<file path="config.mk">
export PLATFORM = sky130hd
export DESIGN_NAME = sprite_sched
export DESIGN_NICKNAME = d
export VERILOG_FILES = /design/src/rtl/sprite_sched.sv
export SDC_FILE = /design/constraint.sdc
export NUM_CORES = 1
export LEC_CHECK = 0
export CAP_MARGIN = 30
export CORE_MARGIN = 2
export CORE_UTILIZATION = 47
export CTS_CLUSTER_DIAMETER = 120
export DETAILED_ROUTE_END_ITERATION = 8
export DONT_BUFFER_PORTS = 1
export HOLD_SLACK_MARGIN = 0.12
export PLACE_DENSITY = 0.65
export SYNTH_ARGS = -nofsm -noshare
export SYNTH_HDL_FRONTEND = slang
export SYNTH_SLANG_ARGS = --single-unit
</file>
<file path="constraint.sdc">
create_clock -name clk -period 4 [get_ports clk]
set_input_delay 0.8 -clock clk [delete_from_list [all_inputs] [get_ports clk]]
set_output_delay 0.8 -clock clk [all_outputs]
set_load 0.02 [all_outputs]
</file>
<file path="src/rtl/sprite_sched.sv">
// Four-entry sprite scheduler: picks the highest-priority sprite covering the
// scan pixel and drives the shared bitmap ROM, with per-sprite frame animation.
module sprite_sched (
   input  logic        clk,
   input  logic        rst_n,
   input  logic [9:0]  hcount,
   input  logic [9:0]  vcount,
   input  logic        video_on,
   input  logic        frame_tick,
   input  logic        cfg_we,
   input  logic [1:0]  cfg_sel,
   input  logic [31:0] cfg_data,
   output logic [7:0]  rom_addr,
   output logic [3:0]  rom_index,
   output logic        rom_inv,
   output logic        rom_en,
   output logic [1:0]  hit_id
);

   logic [9:0] x_q      [4];
   logic [9:0] y_q      [4];
   logic [3:0] base_q   [4];
   logic [1:0] nfm1_q   [4];
   logic [3:0] period_q [4];
   logic       inv_q    [4];
   logic       en_q     [4];
   logic [1:0] phase_q  [4];
   logic [3:0] div_q    [4];

   logic [3:0] hit;
   logic [9:0] dx       [4];
   logic [9:0] dy       [4];
   logic [3:0] idx      [4];
   logic       win;
   logic [1:0] win_id;

   always_ff @(posedge clk or negedge rst_n) begin
      if (!rst_n) begin
         for (int i = 0; i < 4; i++) begin
            x_q[i]      <= '0;
            y_q[i]      <= '0;
            base_q[i]   <= '0;
            nfm1_q[i]   <= '0;
            period_q[i] <= '0;
            inv_q[i]    <= 1'b0;
            en_q[i]     <= 1'b0;
            phase_q[i]  <= '0;
            div_q[i]    <= '0;
         end
      end else begin
         for (int i = 0; i < 4; i++) begin
            // A write to an entry overrides any animation step in the same cycle
            if (cfg_we && (cfg_sel == i[1:0])) begin
               x_q[i]      <= cfg_data[9:0];
               y_q[i]      <= cfg_data[19:10];
               base_q[i]   <= cfg_data[23:20];
               nfm1_q[i]   <= cfg_data[25:24];
               period_q[i] <= cfg_data[29:26];
               inv_q[i]    <= cfg_data[30];
               en_q[i]     <= cfg_data[31];
               phase_q[i]  <= '0;
               div_q[i]    <= '0;
            end else if (frame_tick && en_q[i] && (period_q[i] != 4'd0)) begin
               if ((div_q[i] + 4'd1) == period_q[i]) begin
                  div_q[i]   <= '0;
                  phase_q[i] <= (phase_q[i] == nfm1_q[i]) ? 2'd0 : phase_q[i] + 2'd1;
               end else begin
                  div_q[i] <= div_q[i] + 4'd1;
               end
            end
         end
      end
   end

   // 11-bit compare so a sprite near the right edge never wraps to column 0
   always_comb begin
      hit = '0;
      for (int i = 0; i < 4; i++) begin
         hit[i] = en_q[i]
                  && ({1'b0, hcount} >= {1'b0, x_q[i]})
                  && ({1'b0, hcount} <= ({1'b0, x_q[i]} + 11'd15))
                  && ({1'b0, vcount} >= {1'b0, y_q[i]})
                  && ({1'b0, vcount} <= ({1'b0, y_q[i]} + 11'd15));
         dx[i]  = hcount - x_q[i];
         dy[i]  = vcount - y_q[i];
         idx[i] = base_q[i] + {2'b00, phase_q[i]};
      end
   end

   always_comb begin
      win    = 1'b0;
      win_id = '0;
      for (int i = 3; i >= 0; i--) begin
         if (hit[i]) begin
            win    = 1'b1;
            win_id = i[1:0];
         end
      end
   end

   always_ff @(posedge clk or negedge rst_n) begin
      if (!rst_n) begin
         rom_addr  <= '0;
         rom_index <= '0;
         rom_inv   <= 1'b0;
         rom_en    <= 1'b0;
         hit_id    <= '0;
      end else if (video_on && win) begin
         rom_addr  <= {dy[win_id][3:0], dx[win_id][3:0]};
         rom_index <= idx[win_id];
         rom_inv   <= inv_q[win_id];
         rom_en    <= 1'b1;
         hit_id    <= win_id;
      end else begin
         rom_addr  <= '0;
         rom_index <= '0;
         rom_inv   <= 1'b0;
         rom_en    <= 1'b0;
         hit_id    <= '0;
      end
   end

endmodule

</file>
==> out/summary.txt <==
design area = 0.01343 mm²
Die Y = 167.0 µm
via count = 9904
utilization after layout = 51.54%
final hold violation count = 0
Placement Cell Area = 0.01279 mm²
site row count = 59
worst rel slew slack = 46.52%
port bufs = 0
routability cong. = 0.8617
status = complete, no violations
vias in the first global route = 9772
Initial Util = 47.91%
Syn-to-layout area delta = 7.566%
worst path cell trace = inv_1 -> ha_1 -> a211oi_1 -> nand3_1 -> xnor2_1 -> ha_1 -> a21o_1 -> a21oi_1 -> nor3b_1 -> a21o_2 -> and4_1 -> o221a_4 -> mux2i_1 -> o22ai_1
Core ar. = 0.02606 mm²
hpwl dp = 23790 µm
Critical Path RT = 4320 ps
fraction of layout cells with a size suffix above 1 = 6.043%
# H-tree levels = 4
asr flop ratio synth = 100.0%
setup slack, reg-to-reg = 240 ps
Post-Syn Area = 0.01249 mm²
Register-to-Register Path Depth = 14
gr usage total = 23.26%
Max Cap Viol = 0
Residual DRC = 0
setup_tns = 0 ps
Hold Crit Class = primary input to async pin
DR top layer = met4
fraction of the cycle the final worst path needs = 93.98%
largest net degree at the start of global routing = 169
Mean Syn Cell Area = 9.028 µm²
crit end category = flip-flop
metal2 WL = 15030 µm
worst setup margin = 240.7 ps
power per cell area = 482.5 mW/mm²
Cells after DPL = 1692
CP Launch Point = y_q[0]$_DFFE_PN0P_
Distinct cells, synth = 65
R2R Path Start = y_q[0]$_DFFE_PN0P_
Worst Setup EP = rom_addr[5]$_DFF_PN0_
Sinks on Clock Net = 168
Final Net Count = 1628
Worst-path clk slew = 80 ps
crit path DAT = 4070 ps
most used cell, CP = ha_1
Max Clock Freq = 266.0 MHz
I/O pin cnt = 75
CP Launch Type = flip-flop
sequential fraction of the synthesis area = 33.67%
Met3 Wirelength = 1872 µm
most frequent cells in the layout = nand2_1 (245), ha_1 (180), dfrtp_1 (168), o21ai_0 (136), inv_1 (100)
CP max stage cell = o221a_4
DR pass1 iterations = 5
Die ar. = 0.02789 mm²
synth top area cells = dfrtp_1 (34%), ha_1 (18%), nand2_1 (7.4%)
Root Buffer = clkbuf_16
vias per cell = 5.741
Most used DFF post-synth = dfrtp_1
Ys Warns = 0
post-synthesis cell count = 1383
worst vdd ir = 0.0002346 V
Ant. Diodes = 0
Wirelength per Cell = 18.59 µm
clk_lat worst skew = 450 ps
crit-path max FO = 14
Critical R2R Capture = rom_addr[5]$_DFF_PN0_
Post-synth EDFFs = 0
Clock Path Buffers = 2
Pleak = 0.006045 µW
count of final setup violators = 0
drt first-iter violations = 680
Die X-Extent = 167.0 µm
post-route antenna net violation count = 0
syn nets = 1634
Layout Cells excl Fill = 1725
Pins Over Slew Limit = 0
commonest non-fill, non-tap cell in the layout = nand2_1
Post-CTS Setup Bufs = 0
TritonCTS clock tree = yes
global-route wire length before repair = 51780 µm
share of the synthesized area in the top cell type = 33.67%
total grt overflow = 0
Synth Register Bits = 168
pre-CTS WS = 144.8 ps
min Tclk post-route = 3759 ps
Fill cells = 2442
biggest area consumer among synthesized cells = dfrtp_1
skew final = 10.40 ps
CTS buffer count = 17
Met1 Wirelength = 14690 µm
critical path's largest stage delay = 460 ps
wirelength, routed = 32070 µm
Crit Path Category = flip-flop to flip-flop
Slew @ Worst Pin = 798.7 ps
initial antenna violation count = 0
[area by class of cell]
type	count	area, µm²	share of cell area, %
inverters	105	394.1	2.935
clock inverters	15	170.2	1.267
repair buffers	5	37.54	0.2795
well taps	335	419.2	3.121
multi-input cells	1080	7780	57.93
flip-flops and latches	168	4204	31.30
clock buffers	17	425.4	3.168
[critical path: cells and delay by family (launching register included)]
family,cells,cell delay [ps]
fa+ha+maj,2,530
simple gates,3,710
buf+inv,1,90
xor+xnor,1,140
flops,1,390
mux,1,280
compound gates,6,1470
[cell usage after synthesis (2+ instances only)]
library cell and n:
nor2b_1 8, nand2_1 245, mux2i_1 26, buf_1 2, clkbuf_1 25, nor4_1 6
ha_1 180, a2111oi_0 4, a21o_1 29, o21ai_0 136, a21oi_1 51, and3_1 2
nor3_1 26, fa_1 12, and4_1 3, a211o_1 4, xor2_1 32, inv_2 5
a211oi_1 11, nand3_1 27, mux2_2 11, inv_1 100, a31oi_1 3, a22o_1 3
o211ai_1 12, o31a_2 2, a41oi_1 4, a21o_2 4, nand3b_1 5, o21a_1 7
a221o_1 3, dfrtp_1 168, o2111ai_1 4, nor3b_1 3, a32o_1 5, xnor2_1 84
a221oi_1 2, o22ai_1 20, a211oi_2 2, buf_12 3, nor2_1 49, or2_2 5
nand4_1 20, nand2b_1 9
[how the worst min path moves through the flow]
stage / start / end / slack (ps)
CTS: rst_n / nfm1_q[7]$_DFFE_PN0P_ / 40
global route: rst_n / nfm1_q[4]$_DFFE_PN0P_ / 30
finish: rst_n / div_q[4]$_DFFE_PN0P_ / 50
global placement: inv_q[2]$_DFFE_PN0P_ / inv_q[2]$_DFFE_PN0P_ / 460
detailed placement: inv_q[2]$_DFFE_PN0P_ / inv_q[2]$_DFFE_PN0P_ / 460
floorplan: inv_q[2]$_DFFE_PN0P_ / inv_q[2]$_DFFE_PN0P_ / 440
[stage by stage]
stage               hold slack (ps)  total power, µW
floorplan                     445.0             4206
global placement              460.7             4699
detailed placement            462.6             4770
CTS                           36.26             6478
global route                  32.82             6965
finish                        50.09             6480
[logic make-up (layout without fill, tap and decap cells)]
kind of cell / Yosys count / after routing / share of synthesized area [%]
AND/OR/NAND/NOR: 415 / 415 / 14.59
AO/OA/AOI/OAI: 319 / 320 / 16.07
adder cells (fa/ha/maj): 192 / 192 / 19.96
flip-flops: 168 / 168 / 33.67
buffers and inverters: 136 / 142 / 4.489
XOR/XNOR: 116 / 116 / 8.137
multiplexers: 37 / 37 / 3.076
[power by group]
group / total, µW / internal (µW) / switching [µW]
Sequential: 2330 / 2000 / 323
Combinational: 2460 / 1140 / 1320
Clock: 1690 / 849 / 846
Total: 6480 / 3990 / 2490
[routing by layer]
metal / vias to the layer above / track usage (%)
met5: - / 0
met4: 0 / 6.372
li1: 4846 / -
met3: 37 / 3.588
met2: 233 / 38.02
met1: 4788 / 32.18
[flip-flops by register name, indices dropped and copies added, names as in the netlist, 2 cells and up]
| signal | cells |
|---|---|
| en_q | 4 |
| phase_q | 8 |
| nfm1_q | 8 |
| div_q | 16 |
| y_q | 40 |
| rom_index | 4 |
| base_q | 16 |
| rom_addr | 8 |
| inv_q | 4 |
| period_q | 16 |
| x_q | 40 |
| hit_id | 2 |
[repair_timing]
item,in CTS,in global routing
endpoints found under the setup margin,0,13
endpoints found under the hold margin,168,168
gates resized for setup,0,7
Power figures use the tool's default switching activity.
